File: src/rtl/noc_pkg.sv
// noc_pkg: shared port indices, crossbar select encoding and allocator state type
package noc_pkg;
   localparam int P_N = 3;
   localparam int P_S = 2;
   localparam int P_E = 1;
   localparam int P_L = 0;
   localparam logic [2:0] XSEL_N    = 3'd0;
   localparam logic [2:0] XSEL_S    = 3'd1;
   localparam logic [2:0] XSEL_W    = 3'd2;
   localparam logic [2:0] XSEL_E    = 3'd3;
   localparam logic [2:0] XSEL_L    = 3'd4;
   localparam logic [2:0] XSEL_NONE = 3'd7;
   typedef enum logic {IDLE = 1'b0, LOCKED = 1'b1} state_t;
endpackage

File: src/rtl/credit_counter.sv
// credit_counter: downstream credit tracker with saturation and sticky overflow flag
module credit_counter #(
   parameter int CREDIT_DEPTH = 4,
   localparam int CNT_W = $clog2(CREDIT_DEPTH + 1)
) (
   input  logic             clk,
   input  logic             reset,
   input  logic             dec_i,
   input  logic             inc_i,
   output logic [CNT_W-1:0] cnt_o,
   output logic             nz_o,
   output logic             ovf_o
);
   localparam logic [CNT_W-1:0] FULL = CNT_W'(CREDIT_DEPTH);
   logic [CNT_W-1:0] cnt_q, cnt_d;
   logic             ovf_q, ovf_d, sat;
   // next count: a lone return at full is dropped and flagged
   always_comb begin
      sat   = inc_i & ~dec_i & (cnt_q == FULL);
      cnt_d = sat ? cnt_q : cnt_q - CNT_W'(dec_i) + CNT_W'(inc_i);
      ovf_d = ovf_q | sat;
   end
   // count and overflow registers
   always_ff @(posedge clk) begin
      if (reset) begin
         cnt_q <= FULL;
         ovf_q <= 1'b0;
      end else begin
         cnt_q <= cnt_d;
         ovf_q <= ovf_d;
      end
   end
   assign cnt_o = cnt_q;
   assign nz_o  = cnt_q != '0;
   assign ovf_o = ovf_q;
endmodule

File: src/rtl/w_outport_alloc_ctrl.sv
// w_outport_alloc_ctrl: wormhole round-robin allocator and credit flow control for the west output
module w_outport_alloc_ctrl
   import noc_pkg::*;
#(
   parameter int CREDIT_DEPTH = 4,
   localparam int CNT_W = $clog2(CREDIT_DEPTH + 1)
) (
   input  logic             clk,
   input  logic             reset,
   input  logic [3:0]       req_i,
   input  logic [3:0]       tail_i,
   input  logic             credit_return_i,
   output logic [3:0]       grant_o,
   output logic [3:0]       pop_o,
   output logic [2:0]       xbar_sel_o,
   output logic             flit_sent_o,
   output logic             rr_change_order_o,
   output logic [CNT_W-1:0] credit_cnt_o,
   output logic             busy_o,
   output logic             credit_err_o
);
   state_t     state_q, state_d;
   logic [3:0] grant_q, grant_d;
   logic [1:0] ptr_q, ptr_d, win;
   logic       nz, rel;

   // search ptr, ptr-1, ptr-2, ptr-3; later iterations are higher priority and overwrite
   function automatic logic [3:0] rr_pick(input logic [3:0] req, input logic [1:0] ptr);
      logic [3:0] g;
      logic [1:0] idx;
      g = '0;
      for (int i = 3; i >= 0; i--) begin
         idx = ptr - 2'(i);
         if (req[idx]) g = 4'b0001 << idx;
      end
      return g;
   endfunction

   credit_counter #(.CREDIT_DEPTH(CREDIT_DEPTH)) u_cc (
      .clk   (clk),
      .reset (reset),
      .dec_i (flit_sent_o),
      .inc_i (credit_return_i),
      .cnt_o (credit_cnt_o),
      .nz_o  (nz),
      .ovf_o (credit_err_o)
   );

   // state, grant and priority pointer registers; reset leaves N highest priority
   always_ff @(posedge clk) begin
      if (reset) begin
         state_q <= IDLE;
         grant_q <= '0;
         ptr_q   <= 2'd3;
      end else begin
         state_q <= state_d;
         grant_q <= grant_d;
         ptr_q   <= ptr_d;
      end
   end

   // lock onto a round-robin winner; release on a popped tail and demote the winner
   always_comb begin
      state_d = state_q;
      grant_d = grant_q;
      ptr_d   = ptr_q;
      if (state_q == IDLE) begin
         if (|req_i) begin
            state_d = LOCKED;
            grant_d = rr_pick(req_i, ptr_q);
         end
      end else if (rel) begin
         state_d = IDLE;
         grant_d = '0;
         ptr_d   = win - 2'd1;
      end
   end

   // pops need a locked owner with a flit present and a free downstream slot
   always_comb begin
      pop_o             = (state_q == LOCKED && nz) ? grant_q & req_i : 4'b0000;
      rel               = |(pop_o & tail_i);
      win               = grant_q[3] ? 2'd3 : grant_q[2] ? 2'd2 : grant_q[1] ? 2'd1 : 2'd0;
      xbar_sel_o        = grant_q[P_N] ? XSEL_N : grant_q[P_S] ? XSEL_S :
                          grant_q[P_E] ? XSEL_E : grant_q[P_L] ? XSEL_L : XSEL_NONE;
      flit_sent_o       = |pop_o;
      rr_change_order_o = rel;
      busy_o            = state_q == LOCKED;
   end

   assign grant_o = grant_q;
endmodule

File: config.mk
export PLATFORM = sky130hd
export DESIGN_NAME = w_outport_alloc_ctrl
export DESIGN_NICKNAME = d
export VERILOG_FILES = /design/src/rtl/noc_pkg.sv /design/src/rtl/credit_counter.sv /design/src/rtl/w_outport_alloc_ctrl.sv
export SDC_FILE = /design/constraint.sdc
export NUM_CORES = 1
export LEC_CHECK = 0
export BUFFER_PORTS_ARGS = -buffer_cell sky130_fd_sc_hd__buf_2
export CAP_MARGIN = 0
export CORE_MARGIN = 3
export CORE_UTILIZATION = 30
export DETAILED_ROUTE_END_ITERATION = 10
export GPL_TIMING_DRIVEN = 0
export PLACE_DENSITY = 0.62
export REMOVE_ABC_BUFFERS = 1
export SLEW_MARGIN = 20
export SYNTH_ARGS = -nofsm -noshare
export SYNTH_HDL_FRONTEND = slang
export SYNTH_HIERARCHICAL = 1
export SYNTH_SLANG_ARGS = --single-unit
export TNS_END_PERCENT = 20
File: constraint.sdc
create_clock -name clk -period 3.1 [get_ports clk]
set_clock_uncertainty 0.05 [all_clocks]
set_input_delay 0.465 -clock clk [delete_from_list [all_inputs] [get_ports clk]]
set_output_delay 0.465 -clock clk [all_outputs]
set_load 0.01 [all_outputs]
**Word-level counts from Yosys, hierarchy flattened**

Cells that the tools add are included.

- Register bits: 11
- Input bits: 11
- Output and inout bits: 18
- Logic and storage cells: 61

- Add/sub/neg operators: 6
- Magnitude comparators: 4
- Equality and inequality tests: 2
- Shift-type cells: 4
- Mux-type cells: 26
- Bitwise logic cells: 6
- Reduce and logical (&&, ||, !) cells: 8

Operators by type and width:

| cell | number |
|---|---|
| two-way mux 4 bit | 8 |
| << shifter 1 x 2 -> 4 bit, first input constant | 4 |
| less-than comparator 2 x 3 -> 1 bit, second input constant | 4 |
| OR reduction 4 bit | 3 |
| two-way mux 3 bit | 3 |
| bitwise AND 4 bit | 2 |
| binary-select mux 1 bit (select 2 bit) | 4 |
| two-way mux 1 bit | 8 |
| two-way mux 2 bit | 3 |
| AND reduction 2 bit | 2 |
| subtractor 2 x 1 -> 2 bit, second input constant | 2 |
| subtractor 2 bit, second input constant | 2 |
| adder 3 x 1 -> 3 bit | 1 |
| equality test 3 bit, second input constant | 1 |
| nonzero test 3 bit | 1 |
| subtractor 3 x 1 -> 3 bit | 1 |
| bitwise AND 1 bit | 2 |
| inequality test 2 bit, second input constant | 1 |
| nonzero test 2 bit | 1 |
| logical AND 1 bit | 1 |
| inverter 1 bit | 1 |
| OR 1 bit | 1 |

**Logic depth before layout (Yosys ltp)**

Gate-level depths: netlist (run 1).

- Depth in word-level cells: 9
- Mapped depth: 11
- Mapped depth without buffers: 11

**Hierarchy**

The synthesis (run 1) kept the hierarchy.

Modules (own cells, without submodules):

| module | instances | cells an instance | area each (sq um) |
|---|---|---|---|
| w_outport_alloc_ctrl | 1 | 82 | 743.2 |
| credit_counter | 1 | 20 | 205.2 |

**Worst setup path before layout (run 1)**

No wires, ideal clock.

- Path kind: register to register
- Start point: reg u_cc.cnt_q[1], in the netlist u_cc/cnt_o[1]
- End point: reg u_cc.cnt_q[2], in the netlist u_cc/cnt_o[2]
- Library setup time: 0.121 ns
- Arrival: 2.867 ns
- Setup slack: 0.062 ns
- Cell stages (with the launch flop): 12
- Buffers on the path: 0
- Cells stage by stage: dfxtp_1 or3_1 and4_1 or4_1 ha_1 inv_1 ha_1 inv_1 fa_1 xor2_1 xnor2_1 nand2_1

- Cells in the longest elaborated chain, start to end: 7
- Elaborated cells between the ends (all ways): 10
- Those cells by class: add/sub: 2; eq/ne: 1; mux: 1; bitwise: 3; reduce/logical: 3

Ends and longest elaborated chain:

| element | RTL line | text |
|---|---|---|
| from (decl) | credit_counter.sv:15 | `logic [CNT_W-1:0] cnt_q, cnt_d;` |
| from (signal assigned) | credit_counter.sv:29 | `cnt_q <= cnt_d;` |
| nonzero test 3 bit * | credit_counter.sv:34 | `assign nz_o = cnt_q != '0;` |
| named net nz | w_outport_alloc_ctrl.sv:25 | `logic nz, rel;` |
| logical AND 1 bit * | w_outport_alloc_ctrl.sv:81 | `pop_o = (state_q == LOCKED && nz) ? grant_q & req_i : 4'b0000;` |
| two-way mux 4 bit * | w_outport_alloc_ctrl.sv:81 |  |
| named net pop_o[0] | w_outport_alloc_ctrl.sv:14 | `output logic [3:0] pop_o,` |
| OR reduction 4 bit * | w_outport_alloc_ctrl.sv:86 | `flit_sent_o = \|pop_o;` |
| named net flit_sent_o | w_outport_alloc_ctrl.sv:16 | `output logic flit_sent_o,` |
| branches (longest 3 deep; another with subtractor 3 x 1 -> 3 bit) | -- |  |

Mark *: on every way through the listed nets, which the timed path passes.
A chain may end at the register's enable or synchronous reset.

**Worst setup path in the final report (run 1)**

- Start point: reg u_cc.cnt_q[2], in the netlist u_cc/cnt_o[2]
- End point: reg u_cc.cnt_q[2], in the netlist u_cc/cnt_o[2]

- Cells in the longest elaborated chain, start to end: 7
- Elaborated cells between the ends (all ways): 10
- Those cells by class: add/sub: 2; eq/ne: 1; mux: 1; bitwise: 3; reduce/logical: 3

Ends and longest elaborated chain:

| element | RTL line |
|---|---|
| nonzero test 3 bit * | credit_counter.sv:34 |
| named net nz | w_outport_alloc_ctrl.sv:25 |
| logical AND 1 bit * | w_outport_alloc_ctrl.sv:81 |
| two-way mux 4 bit * | w_outport_alloc_ctrl.sv:81 |
| OR reduction 4 bit * | w_outport_alloc_ctrl.sv:86 |
| branches (longest 3 deep; another with subtractor 3 x 1 -> 3 bit) | -- |

Marks and branches as above.

==> summary.txt, run 1 <==
Run status
  • Status: finished, final reports clean

Setup path
  • Worst r2r src: u_cc/cnt_o[2]$_SDFFE_PP1N_
  • Crit path from: u_cc/cnt_o[2]$_SDFFE_PP1N_
  • CP Launch Type: flip-flop
  • Worst r2r dst: u_cc/cnt_o[2]$_SDFFE_PP1N_
  • Worst reg-to-reg setup slack: 0.07 ns
  • Worst reg2reg path depth: 11
  • WP data required: 3.21 ns
  • Worst setup endpoint: u_cc/cnt_o[2]$_SDFFE_PP1N_
  • CP Max Fanout: 5
  • Worst setup EP type: flip-flop
  • Kind of critical path: reg -> reg
  • Arr. time, crit path: 3.14 ns

STA
  • Max transition margin: 42.3%
  • Worst-Margin Slew: around 0.86 ns
  • Fin. max-slew vios: 0
  • Hold Violations, Final: 0
  • Fin crit share: around 98%
  • Tmin final: 3.03 ns
  • Final setup fails: 0
  • Hold WS: 0.424 ns
  • Max Fclk: 330 MHz
  • Worst Slack Setup Final: 0.0733 ns

Placement
  • Detailed Place HPWL: 1910 um
  • Pre-CTS WS: 0.0579 ns
  • GPL Wtd Cong: between 0.7 and 0.8
  • PortBufs: 28

Global routing
  • GRT Util Overall: 13.1%
  • First-pass GRT wire length: 4210 um
  • Vias in the first global route: about 940
  • Antenna violations before repair: 0
  • Gr ovfl total: 0
  • Largest net degree at the start of global routing: 12

Clock tree
  • Max Root-Sink Buffers: 2
  • Htree depth: 1
  • Clk pin slew, worst setup/hold paths: 0.07 ns
  • # clock sinks: 11
  • Clk root buf: clkbuf_4
  • Post-CTS Hold Fix Bufs: 0
  • CTS tree: built
  • Worst-Skew Late Latency: between 0.2 and 0.3 ns
  • CTS buffer count: 3

Cells and area
  • Layout cells sized above 1: a little under a third
  • Final Net Count: approximately 160
  • Area grow syn2layout: 23.1%
  • # fillers: 300
  • N_diodes: 0

Yosys
  • Sequential area share after synthesis: 23.2%
  • Top FF cell, synth: dfxtp_1
  • Commonest cells in the netlist: dfxtp_1, ha_1, inv_1, a21oi_1, nand2_1
  • Post-Syn Area: 948 sq um
  • Ys async rst share: 0%
  • Syn. warnings: 6
  • Post-synth top area cell: dfxtp_1
  • Netlist cell types: 36
  • Syn Inst Count: 102
  • Synth Register Bits: 11
  • Area contributors post-synth: dfxtp_1, ha_1, mux4_1
  • Post-synth top area share: 23.2%
  • Most numerous cell in the Yosys netlist: dfxtp_1
  • Syn_area_per_cell: 9.30 sq um
  • Post-synth EDFFs: 0

Detailed routing
  • Post-Route WL: approximately 2500 um
  • TritonRoute pass-1 iters: 4
  • Drt first-iter violations: 26
  • Drt wl/cell: between 10 and 15 um
  • ANT nets after route: 0
  • Via Count: 926
  • Vias per cell: 5.29
  • Post-route DRC: 0

Floorplan
  • Die X: 62.2 um
  • Chip Height: 62.2 um
  • Die Area: 3870 sq um
  • Core area: 2880 sq um
  • Initial Util: 33.0%
  • Rows: 19
  • IO Pins: 29

Job
  • MaxCap Viol Count: 0

Worst hold path
  • HP Class: reg -> reg

Pwr
  • Pleak: between 0.5 and 0.6 nW
  • Power Density: 454 nW/um^2
  • Maximum vdd drop: 0.268 mV
[layout by cell type (no fill, tap or decap), types with 5 or more instances in the layout]
master / Yosys / routed
buf_2: 1 / 28
ha_1: 10 / 10
nand2_1: 7 / 7
a211o_1: 5 / 5
dfxtp_1: 11 / 10
inv_1: 10 / 10
a21oi_1: 7 / 7
[sequential cells by signal, indices dropped and copies added (netlist names)]
| name | cells |
|---|---|
| grant_o | 4 |
| u_cc/ovf_o | 1 |
| u_cc/cnt_o | 3 |
| busy_o | 1 |
| ptr_q | 2 |
[kinds of logic (layout without fill, tap and decap cells)]
family / Yosys count / in the layout / synth area share [%]
and+or+nand+nor: 36 / 36 / 23.4
AOI/OAI and AO/OA: 25 / 25 / 19.7
buffers and inverters: 13 / 44 / 6.07
adders and majority gates: 11 / 11 / 15.3
DFF: 11 / 11 / 23.2
muxes: 4 / 4 / 10.6
xor gates and xnor gates: 2 / 2 / 1.85
[area by class of cell]
type | count | area, sq um | share of cell area [%]
flip-flops and latches | 11 | 221 | 19.0
multi-input cells | 78 | 674 | 57.8
repair buffers | 30 | 155 | 13.3
well taps | 42 | 52.6 | 4.50
clock buffers | 4 | 26.3 | 2.25
inverters | 10 | 37.5 | 3.22
[layer usage]
metal,vias to the layer above,part of all wire [%],global-route usage (%)
met3,2,5.2,5.05
met5,-,0,0
met2,21,52,24.5
met4,0,0.28,1.66
met1,454,42,14.2
li1,449,-,-
[through the flow]
step | TNS [ns] | total power, mW | cells | utilization, % | cell area (sq um)
after CTS | 0 | 0.532 | 175 | 40.4 | 1160
after detailed placement | 0 | 0.432 | 169 | 39.0 | 1120
after floorplan | 0 | 0.352 | 99 | - | 928
final | 0 | 0.530 | 175 | 40.6 | 1170
after global placement | 0 | 0.426 | 169 | 39.0 | 1120
after global routing | -0.00348 | 0.571 | 175 | 40.6 | 1170
[worst min-delay path by stage]
stage	startpoint	end	depth (start not counted)
3_3_place_gp	u_cc/ovf_o$_SDFF_PP0_	u_cc/ovf_o$_SDFF_PP0_	2
3_5_place_dp	u_cc/ovf_o$_SDFF_PP0_	u_cc/ovf_o$_SDFF_PP0_	2
5_1_grt	reset	u_cc/ovf_o$_SDFF_PP0_	2
2_1_floorplan	u_cc/ovf_o$_SDFF_PP0_	u_cc/ovf_o$_SDFF_PP0_	2
4_1_cts	reset	u_cc/ovf_o$_SDFF_PP0_	2
6_report	u_cc/ovf_o$_SDFF_PP0_	u_cc/ovf_o$_SDFF_PP0_	2
[critical path, stage by stage (launching register included)]
cell and delay, ns:
dfxtp_1 0.35, or3_1 0.43, and4_1 0.23, or4_4 0.56, ha_1 0.30, inv_1 0.06, ha_1 0.13, inv_1 0.04
fa_1 0.37, xor2_1 0.18, xnor2_1 0.14, nand2_1 0.07
[power breakdown]
group / internal (mW) / switching, mW
logic: 0.111 / 0.117
registers: 0.168 / 0.0378
clock network: 0.0497 / 0.0461
total: 0.329 / 0.201
[what timing repair did]
action / CTS / global route
resized for setup: 0 / 2
pin swaps: 1 / 0
setup buffers: 2 / 0
cloned: 0 / 0
endpoints found under the setup margin: 1 / 1
Note: power is estimated with default switching activity, not from simulation.
==> inputs of run 2 (changes only) <==
--- a/config.mk
+++ b/config.mk
@@ -6,4 +6,5 @@
 export NUM_CORES = 1
 export LEC_CHECK = 0
+export ABC_AREA = 1
 export BUFFER_PORTS_ARGS = -buffer_cell sky130_fd_sc_hd__buf_2
 export CAP_MARGIN = 0
==> constraint.sdc (replaced) <==
create_clock -name clk -period 3.1 [get_ports clk]
set_clock_uncertainty 0.05 [all_clocks]
set_input_delay 0.62 -clock clk [delete_from_list [all_inputs] [get_ports clk]]
set_output_delay 0.62 -clock clk [all_outputs]
set_load 0.01 [all_outputs]
==> run 2 against run 1 <==
Against the previous run: sequential share of layout area fell by 1.2 points; first-iteration DRC count grew to 3.5 times the previous value; critical endpoint unchanged; power up 19%; synthesized area is 7.0% higher; via count rose by 14%; combinational power rose by 45%; maximum frequency increased by 8.4%; global-route usage is 0.84 points lower; critical path type unchanged; non-clock buffer count is 2 lower; final area increased by 5.9%; final cell count up 37%; sequential power is 2% lower; highest routed layer is now met3.
==> summary.txt, run 2 <==
Cells and area
  • Largest register FFs: 4 (unchanged)
  • Register Area: 220 sq um (-0.56%)
  • # fillers: 341 (+14%)
  • Multi-input gate area: 663 sq um (-1.7%)
  • Most common cell after layout, fill and taps aside: nand2_1
  • Layout cells sized above 1: 23.0% (-7.9 points)
  • N_diodes: 0 (unchanged)
  • Final Net Count: 219 (+40%)
  • Area grow syn2layout: 21.8%
  • Most frequent cells in the layout: nand2_1, inv_1, buf_2
  • Post-Route Utilization: 39.5% (-1.1 points)

STA
  • Max Fclk: 358 MHz (+8.4%)
  • Hold WS: 0.399 ns (-0.0249 ns)
  • Setup TNS Final: 0 ns (unchanged)
  • Setup repair after global routing missed its margin: no
  • Max transition margin: 77.3% (+35 points)
  • Worst Slack Setup Final: 0.307 ns (+0.234 ns)
  • Tmin final: 2.79 ns (-0.234 ns)
  • Hold Violations, Final: 0 (unchanged)
  • Worst-Margin Slew: 0.340 ns (-0.518 ns)
  • Fin. max-slew vios: 0 (unchanged)
  • Final setup fails: 0 (unchanged)
  • Fin crit share: 90.1% (-7.5 points)

Yosys
  • Post-Syn Area: 1010 sq um (+7.0%)
  • Ys async rst share: 0% (unchanged)
  • Syn_area_per_cell: 6.19 sq um (-33%)
  • Syn Inst Count: 164 (+61%)
  • Area contributors post-synth: dfxtp_1, nand2_1, ha_1
  • Most numerous cell in the Yosys netlist: nand2_1
  • Post-synth EDFFs: 0 (unchanged)
  • Post-synth top area share: 21.7% (-1.5 points)
  • Post-synth top area cell: dfxtp_1
  • Sequential area share after synthesis: 21.7% (-1.5 points)
  • Syn. warnings: 6 (unchanged)
  • Synth Register Bits: 11 (unchanged)
  • Top FF cell, synth: dfxtp_1
  • Netlist cell types: 20 (-44%)
  • Commonest cells in the netlist: nand2_1, inv_1, nand3_1, dfxtp_1, nor2_1

Detailed routing
  • Drt wl/cell: 9.95 um (-30%)
  • TritonRoute pass-1 iters: 4 (unchanged)
  • Vias per cell: 4.41 (-17%)
  • ANT nets after route: 0 (unchanged)
  • Drt first-iter violations: 92 (+250%)
  • Post-Route WL: 2390 um (-4.4%)
  • Post-route DRC: 0 (unchanged)
  • Via Count: 1058 (+14%)

Global routing
  • Gr ovfl total: 0 (unchanged)
  • Largest net degree at the start of global routing: 10 (-2)
  • Antenna violations before repair: 0 (unchanged)
  • GRT Util Overall: 12.2% (-0.84 points)
  • Vias in the first global route: 906 (-3.5%)
  • First-pass GRT wire length: 4110 um (-2.5%)

Clock tree
  • # clock sinks: 11 (unchanged)
  • Post-CTS Hold Fix Bufs: 0 (unchanged)
  • CTS buffer count: 3 (unchanged)
  • CTS tree: built
  • Post-CTS Repair Setup Buffers: 0 (-2)
  • Worst-Skew Late Latency: 0.27 ns (about the same)
  • Htree depth: 1 (unchanged)
  • Max Root-Sink Buffers: 2 (unchanged)
  • Clk root buf: clkbuf_4
  • CTS resizes: 0 (unchanged)
  • Clk pin slew, worst setup/hold paths: 0.07 ns (about the same)

Floorplan
  • Die Area: 4120 sq um (+6.3%)
  • IO Pins: 29 (unchanged)
  • Die X: 64.2 um (+3.1%)
  • Initial Util: 32.4% (-0.53 points)
  • Core area: 3130 sq um (+8.7%)
  • Rows: 20 (+1)
  • Chip Height: 64.2 um (+3.1%)

Pwr
  • Power Total: 0.629 mW (+19%)
  • Pleak: 0.725 nW (+33%)
  • Maximum vdd drop: 0.162 mV (-39%)
  • Power Density: 509 nW/um^2 (+12%)

Setup path
  • Worst setup EP type: flip-flop
  • CP Launch Type: flip-flop
  • CP Max Fanout: 5 (unchanged)
  • WP data required: 3.22 ns (about the same)
  • Arr. time, crit path: 2.91 ns (-0.23 ns)
  • Kind of critical path: reg -> reg

Placement
  • Pre-CTS WS: 0.206 ns (+0.148 ns)
  • PortBufs: 28 (unchanged)
  • GPL Wtd Cong: 0.774 (+1.6%)
  • Detailed Place HPWL: 1970 um (+3.0%)

Job
  • MaxCap Viol Count: 0 (unchanged)

Worst hold path
  • HP Class: reg -> reg

Run status
  • Status: finished, final reports clean
[run 2: cell types whose count changed in the layout (fill, tap and decap cells not counted), sizes merged, moves of 8 or more]
cell	change
nand2	+39
nor2	+12
inv	+25
a211o	-8
o21ai	+10
nand3	+22
[run 2: worst paths after layout]
| path | from | end | slack, ns | depth (start not counted) |
|---|---|---|---|---|
| max | u_cc/cnt_o[1]$_SDFFE_PP0N_ | u_cc/cnt_o[2]$_SDFFE_PP1N_ | 0.31 | 16 |
| min | u_cc/ovf_o$_SDFF_PP0_ | u_cc/ovf_o$_SDFF_PP0_ | 0.40 | 2 |
| max reg2reg | u_cc/cnt_o[1]$_SDFFE_PP0N_ | u_cc/cnt_o[2]$_SDFFE_PP1N_ | 0.31 | 16 |
| min reg2reg | u_cc/ovf_o$_SDFF_PP0_ | u_cc/ovf_o$_SDFF_PP0_ | 0.40 | 2 |
[run 2: per-stage QoR]
| stage | cells | instance area (sq um) |
|---|---|---|
| after floorplan | 164 | 1010 |
| after global placement | 236 | 1210 |
| after detailed placement | 236 | 1210 |
| after CTS | 240 | 1240 |
| after global routing | 240 | 1240 |
| final | 240 | 1240 |
[run 2: cell families after synthesis]
logic type	synth area share (%)
AND/OR/NAND/NOR	41.9
AO/OA/AOI/OAI	9.12
flip-flops	21.7
buffers and inverters	12.9
adder cells (fa/ha/maj)	14.3
[run 2: metal layers]
metal	GRT usage (%)	wire (um)	vias up
met5	0	0	-
met4	2.37	0	0
met3	3.34	162	0
met2	18.3	1010	29
met1	17.4	1210	450
li1	-	-	579
[run 2: critical path: stages, from the launching register on]
cell and delay [ns]:
dfxtp_1 0.36, nor2_1 0.18, nand2_1 0.12, nand2_4 0.10
nor3_2 0.05, or4_1 0.59, ha_1 0.32, inv_1 0.05
ha_1 0.13, inv_1 0.04, fa_1 0.37, inv_1 0.06
nand2_1 0.06, nand3_1 0.08, nand2_1 0.05, inv_1 0.04
nand2_1 0.04
[run 2: final cells by class]
class | instances | area share, %
repair buffers | 28 | 11.3
inverters | 35 | 10.6
clock buffers | 4 | 2.13
flip-flops and latches | 11 | 17.8
well taps | 44 | 4.45
multi-input cells | 118 | 53.6
[run 2: report_power, final]
group | internal (mW) | leakage (nW) | total, mW | switching, mW
Combinational | 0.127 | 0.619 | 0.330 | 0.203
Clock | 0.0498 | 0.0150 | 0.0974 | 0.0476
Sequential | 0.170 | 0.0906 | 0.201 | 0.0313
